[src/rtl/pipe_rbs.sv]
// ---------------------------------------------------------------------------
// pipe_rbs -- bit-serial pipelined ripple-borrow subtractor
//
// Computes {Bout, Diff} = A - B - Bin (unsigned, modulo 2^WIDTH, wrap shown
// only in Bout) using one borrow cell per pipeline stage. Stage k resolves
// difference bit k from the operand bits carried forward by stage k-1 and the
// borrow that stage k-1 registered. The result leaves the last stage WIDTH
// cycles after the operands are accepted. All stages move together under a
// single advance enable, so a stalled output freezes the whole pipe.
//
// Parameters
//   WIDTH      operand width and pipeline depth in stages (must be >= 2)
//
// Ports
//   Clk        in   system clock, rising edge
//   Rst        in   synchronous active-high reset, wins over stall/advance
//   A          in   WIDTH  minuend
//   B          in   WIDTH  subtrahend
//   Bin        in   1      borrow-in
//   In_valid   in   1      A/B/Bin valid this cycle
//   In_ready   out  1      operand set accepted this cycle (= advance)
//   Out_ready  in   1      consumer takes the result this cycle
//   Diff       out  WIDTH  A - B - Bin modulo 2^WIDTH
//   Bout       out  1      borrow-out (A < B + Bin)
//   Out_valid  out  1      Diff/Bout valid this cycle
// ---------------------------------------------------------------------------
module pipe_rbs #(
    parameter int WIDTH = 4
) (
    input  logic             Clk,
    input  logic             Rst,
    input  logic [WIDTH-1:0] A,
    input  logic [WIDTH-1:0] B,
    input  logic             Bin,
    input  logic             In_valid,
    output logic             In_ready,
    input  logic             Out_ready,
    output logic [WIDTH-1:0] Diff,
    output logic             Bout,
    output logic             Out_valid
);

    // One full-subtractor cell: returns {borrow_out, difference}.
    function automatic logic [1:0] sub_cell(input logic a, input logic b, input logic bw);
        logic d;
        logic bo;
        d  = a ^ b ^ bw;
        bo = (~a & b) | (~(a ^ b) & bw);
        return {bo, d};
    endfunction

    // Per-stage registers. r_diff[k] holds difference bits 0..k (upper bits
    // stay zero). r_a/r_b[k] hold the operand bits still to be consumed
    // (bits k+1 and up); consumed bits are cleared as they are used. The last
    // stage has no operand bits left, hence only WIDTH-1 operand registers.
    logic             r_valid  [WIDTH];
    logic [WIDTH-1:0] r_diff   [WIDTH];
    logic             r_borrow [WIDTH];
    logic [WIDTH-1:0] r_a      [WIDTH-1];
    logic [WIDTH-1:0] r_b      [WIDTH-1];

    logic             w_adv;
    logic             w_d  [WIDTH];
    logic             w_bo [WIDTH];

    // The pipe advances unless a valid result is waiting for a consumer that
    // is not ready. A bubble at the output never blocks.
    assign w_adv    = ~(r_valid[WIDTH-1] & ~Out_ready);
    assign In_ready = w_adv;

    // Borrow cells for every stage.
    always_comb begin
        logic [1:0] w_cell;
        // NOTE: combinational logic uses blocking '=' and gives every output
        // a value on every path, so no latch is inferred.
        w_cell  = sub_cell(A[0], B[0], Bin);
        w_bo[0] = w_cell[1];
        w_d[0]  = w_cell[0];
        for (int k = 1; k < WIDTH; k++) begin
            w_cell  = sub_cell(r_a[k-1][k], r_b[k-1][k], r_borrow[k-1]);
            w_bo[k] = w_cell[1];
            w_d[k]  = w_cell[0];
        end
    end

    always_ff @(posedge Clk) begin
        // NOTE: state registers use non-blocking '<=' so every stage samples
        // the previous stage's value from before this edge.
        if (Rst) begin
            for (int k = 0; k < WIDTH; k++) begin
                r_valid[k]  <= 1'b0;
                r_diff[k]   <= '0;
                r_borrow[k] <= 1'b0;
            end
            for (int k = 0; k < WIDTH - 1; k++) begin
                r_a[k] <= '0;
                r_b[k] <= '0;
            end
        end else if (w_adv) begin
            // Stage 0: with the pipe advancing, In_ready is 1, so the valid
            // tag is simply In_valid; In_valid=0 injects a bubble.
            r_valid[0]  <= In_valid;
            r_diff[0]   <= {{(WIDTH-1){1'b0}}, w_d[0]};
            r_borrow[0] <= w_bo[0];
            r_a[0]      <= {A[WIDTH-1:1], 1'b0};
            r_b[0]      <= {B[WIDTH-1:1], 1'b0};

            for (int k = 1; k < WIDTH; k++) begin
                r_valid[k]   <= r_valid[k-1];
                r_diff[k]    <= r_diff[k-1];
                r_diff[k][k] <= w_d[k];
                r_borrow[k]  <= w_bo[k];
            end

            for (int k = 1; k < WIDTH - 1; k++) begin
                r_a[k]    <= r_a[k-1];
                r_a[k][k] <= 1'b0;
                r_b[k]    <= r_b[k-1];
                r_b[k][k] <= 1'b0;
            end
        end
        // Otherwise the pipe is stalled and every register holds.
    end

    // Outputs come straight from the final-stage registers.
    assign Diff      = r_diff[WIDTH-1];
    assign Bout      = r_borrow[WIDTH-1];
    assign Out_valid = r_valid[WIDTH-1];

endmodule

[config.mk]
export PLATFORM = sky130hd
export DESIGN_NAME = pipe_rbs
export DESIGN_NICKNAME = d
export VERILOG_FILES = /design/src/rtl/pipe_rbs.sv
export SDC_FILE = /design/constraint.sdc
export NUM_CORES = 1
export LEC_CHECK = 0
export ABC_CLOCK_PERIOD_IN_PS = 2200
export BUFFER_PORTS_ARGS = -buffer_cell sky130_fd_sc_hd__buf_2
export CORE_ASPECT_RATIO = 0.5
export CORE_MARGIN = 2
export CORE_UTILIZATION = 45
export CTS_BUF_LIST = sky130_fd_sc_hd__clkbuf_4
export DETAILED_ROUTE_END_ITERATION = 10
export PLACE_DENSITY = 0.66
export RECOVER_POWER = 50
export SLEW_MARGIN = 10
export SYNTH_ARGS = -nofsm -noshare
export SYNTH_HDL_FRONTEND = slang
export SYNTH_SLANG_ARGS = --single-unit
[constraint.sdc]
create_clock -name Clk -period 2.2 [get_ports Clk]
set_input_delay 0.44 -clock Clk [delete_from_list [all_inputs] [get_ports Clk]]
set_output_delay 0.44 -clock Clk [all_outputs]
set_load 0.01 [all_outputs]
# Yosys cells after proc, flatten, opt, wreduce, memory -nomap -nowiden
# Memory sizes are Yosys's and may differ from the RTL's.
# Index checks and enable logic that the tools add are counted.
# Widths: inputs -> output; s select.
[totals] register_bits=0 mem_bits_rw=48 in_bits=13 output_inout_bits=7 word_cells=91 mem_count=5
[classes] n_mux=30 bitwise=56
[memory_table] memory="r_diff" words=4 width=4 read_ports=4 rd_clocked_by_memory_dff=0 wr=4 line="57" source="logic [WIDTH-1:0] r_diff [WIDTH];"
[memory_table] memory="r_a" words=3 width=4 read_ports=3 rd_clocked_by_memory_dff=0 wr=3 line="59" source="logic [WIDTH-1:0] r_a [WIDTH-1];"
[memory_table] memory="r_b" words=3 width=4 read_ports=3 rd_clocked_by_memory_dff=0 wr=3 line="60" source="logic [WIDTH-1:0] r_b [WIDTH-1];"
[memory_table] memory="r_borrow" words=4 width=1 read_ports=4 rd_clocked_by_memory_dff=0 wr=4 line="58" source="logic r_borrow [WIDTH];"
[memory_table] memory="r_valid" words=4 width=1 read_ports=4 rd_clocked_by_memory_dff=0 wr=4 line="56" source="logic r_valid [WIDTH];"
[ops] op="$mux 4" n=10
[ops] op="$or 1x1->1" n=29
[ops] op="$mux 1" n=20
[ops] op="$not 1->1" n=10
[ops] op="$and 1x1->1" n=9
[ops] op="$xor 1x1->1" n=8

# Depth between registers and ports, before layout
[depth] word_depth=7 ltp_mapped=3

# Worst setup path before layout
# Ideal clock, no wire load.
[synth_path] kind="register to register" startpoint="mem r_valid[3]" endpoint="mem r_a[0][1], enable pin" arrival_ps=1306 required_ps=1808 path_slack_ps=503 stages_incl_launch_ff=3 synth_period_minus_slack_ps=1697 path_cell_list="edfxtp_1 -> nor2b_4 -> nand2b_1"
[synth_rtl] item="start: declaration" line="56"
[synth_rtl] item="end: declaration" line="59"

==> metrics.md <==
| Metric | Value |
|---|---|
| Cells after synthesis | 80 |
| Max cap viols | 0 |
| Compound-Gate Fraction of Synth Area | 0 |
| Async S/R FF share, synth | 0 |
| Max Freq | 619.6 MHz |
| Total vias in the final route | 689 |
| Ys Warns | 0 |
| Iter 0 DRT Violations | 35 |
| Mux cell area share after synthesis | 0 |
| Crit path cell chain | nor2b_4 -> inv_1 -> buf_2 |
| Skew final | 0.006294 ns |
| Initial Utilization | 0.4752 |
| I/O Buffers | 19 |
| Adder-Cell Fraction of Synth Area | 0.05560 |
| Peak VDD IR | 0.2866 mV |
| Worst-Skew Late Latency | 0.31 ns |
| Count leader, synth | edfxtp_1 |
| Crit path launch | r_valid[3] |
| Final setup vio count | 0 |
| Worst r2r src | r_valid[3] |
| Required @ worst endpoint | 1.76 ns |
| Pleak | 0.6025 nW |
| Min cycle time layout | 1.614 ns |
| Simple-gate share of the synthesized area | 0.2606 |
| RSZ-0062 raised after global routing | no |
| Xor and xnor fraction of the mapped netlist area | 0 |
| Total power draw | 1.076 mW |
| Synth area leader | edfxtp_1 |
| Number of remaining DRC errors | 0 |
| Clk buf depth | 2 |
| R2R Setup Slk | 0.60 ns |
| Gpl congestion | 0.6972 |
| Critical path type | flip-flop to primary output |
| Drt first pass iters | 3 |
| CP Capture Type | primary output |
| Mapped cell area | 1440 sq um |
| Share of the synthesized area in the top cell type | 0.6255 |
| CTS clk-pin slew, worst paths | 0.09 ns |
| # diodes | 0 |
| Worst-Margin Slew | 0.7184 ns |
| # IOs | 20 |
| Fin crit share | 0.7337 |
| Post-synth cell types | 11 |
| Pin count of the biggest net entering global routing | 18 |
| DP HPWL | 1.309 mm |
| # fillers | 272 |
| Nets | 122 |
| Main combinational cell family by area after synthesis | simple AND/OR/NAND/NOR gates |
| Cts-stage hold buffer count | 0 |
| TritonCTS clock tree | built |
| Layout cells sized above 1 | 0.3962 |
| Total wire length | 1.960 mm |
| Critical-path top delay cell | edfxtp_1 |
| Hold Crit Class | input pin to flip-flop |
| Vias in the first global route | 737 |
| Dominant cells by area after synthesis | edfxtp_1 63%, nor3b_2 23%, fa_1 5.6% |
| Worst path max stage delay | 0.36 ns |
| Setup Buffers After CTS | 0 |
| Max-slew violations | 0 |
| DR WL/cell | 13.42 um |
| Core area | 3030 sq um |
| CP Buf/Inv Count | 2 |
| Total Routing Usage GR | 0.1211 |
| CP Launch Type | flip-flop |
| CP delay by family, top | flip-flops |
| Antenna Nets Post-Route | 0 |
| GRT overflow | 0 |
| Cells on worst reg2reg path | 3 |
| Status | finished, final reports clean |
| Total clock sinks | 30 |
| R2R Path End | r_diff[3][0] |
| Initial antenna violation count | 0 |
| CTS root buf | clkbuf_4 |
| Worst Path Max Fanout | 10 |
| WP data arrival | 1.17 ns |
| Crit path to | In_ready |
| Slew headroom | 0.5211 |
| Post_cts resized | 0 |
| Vias/cell | 4.719 |
| Area growth syn-to-layout | 7.906% |
| Die span in y | 44 um |
| CTS Buf Count | 5 |
| Number of enable flip-flop cells after synthesis | 30 |
| Syn_nets | 97 |
| Die W | 84.01 um |
| Synth cell count leaders | 30 x edfxtp_1, 26 x nor3b_2, 8 x inv_1 |
| FF+latch count, synth | 30 |
| Die Area | 3696 sq um |
| Setup TNS | 0 ns |
| Synth Flop Type | edfxtp_1 |
| Htree depth | 2 |
| Power density over the cells | 692.5 nW/um^2 |
| Seq/Total Area, Yosys | 0.6255 |
| Final hold vios | 0 |
| FP Rows | 14 |
| Crit path depth | 3 |
| Syn Area/Cell | 18.00 sq um |
| First-pass GRT wire length | 3.284 mm |
## placed cells by master (no fill, tap or decap), drive strengths merged
| cell type | netlist | layout |
|---|---|---|
| nor2b | 1 | 1 |
| nor3b | 26 | 26 |
| nor3 | 4 | 4 |
| buf | 6 | 17 |
| clkinv | 0 | 2 |
| clkbuf | 0 | 13 |
| fa | 4 | 4 |
| inv | 8 | 8 |
| edfxtp | 30 | 30 |
| nand2b | 1 | 1 |
## worst min path at each step
stage | endpoint | cells after the start | from
3_3_place_gp | r_valid[2] | 1 | r_valid[1]
5_1_grt | r_b[0][3] | 2 | B[3]
6_report | r_b[0][3] | 2 | B[3]
4_1_cts | r_b[0][3] | 2 | B[3]
2_1_floorplan | r_a[1][2] | 1 | r_a[0][2]
3_5_place_dp | r_diff[1][0] | 1 | r_diff[0][0]
## worst register-to-register path, delay by kind of cell (launching register included)
family | cells | cell delay [ns]
flip-flops | 1 | 0.40
buffers and inverters | 1 | 0.56
AND/OR/NAND/NOR | 2 | 0.27
## power breakdown
group	switching, mW	internal (mW)
sequential	0.0107	0.668
combinational	0.0459	0.0487
clock	0.170	0.132
total	0.227	0.849
## metal layers
metal	wire [um]	vias to the layer above	global-route usage
met4	37	0	0.06452
met1	907	323	0.1535
met3	128	6	0.05905
met2	887	23	0.1744
met5	0	-	0
li1	-	337	-
## state kept, by name (all words and copies together), names as in the netlist
signal    count
r_a           6
r_b           6
r_borrow      4
r_diff       10
r_valid       4
## cell type report
type | count | area (sq um) | share of cell area
clock buffers | 6 | 45.04 | 0.02899
flip-flops and latches | 30 | 900.9 | 0.5797
inverters | 8 | 30.03 | 0.01932
multi-input cells | 36 | 400.4 | 0.2576
well taps | 40 | 50.05 | 0.03221
repair buffers | 24 | 118.9 | 0.07649
clock inverters | 2 | 8.758 | 0.005636
## logic make-up after synthesis
logic type               Yosys count
buffers and inverters             14
flip-flops                        30
adder cells (fa/ha/maj)            4
AND/OR/NAND/NOR                   32
## per-stage QoR
stage          hold WS, ns  setup WS [ns]  area (sq um)  utilization  instances
3_5_place_dp        0.5485         0.6411          1569       0.5178        138
4_1_cts             0.4317         0.5143          1623       0.5355        146
2_1_floorplan       0.5375         0.5029          1440            -         80
3_3_place_gp        0.5457         0.6783          1569       0.5178        138
6_report            0.4436         0.5860          1554       0.5128        146
5_1_grt             0.4346         0.4710          1554       0.5128        146
No activity file was read; power rests on OpenSTA's default activity.
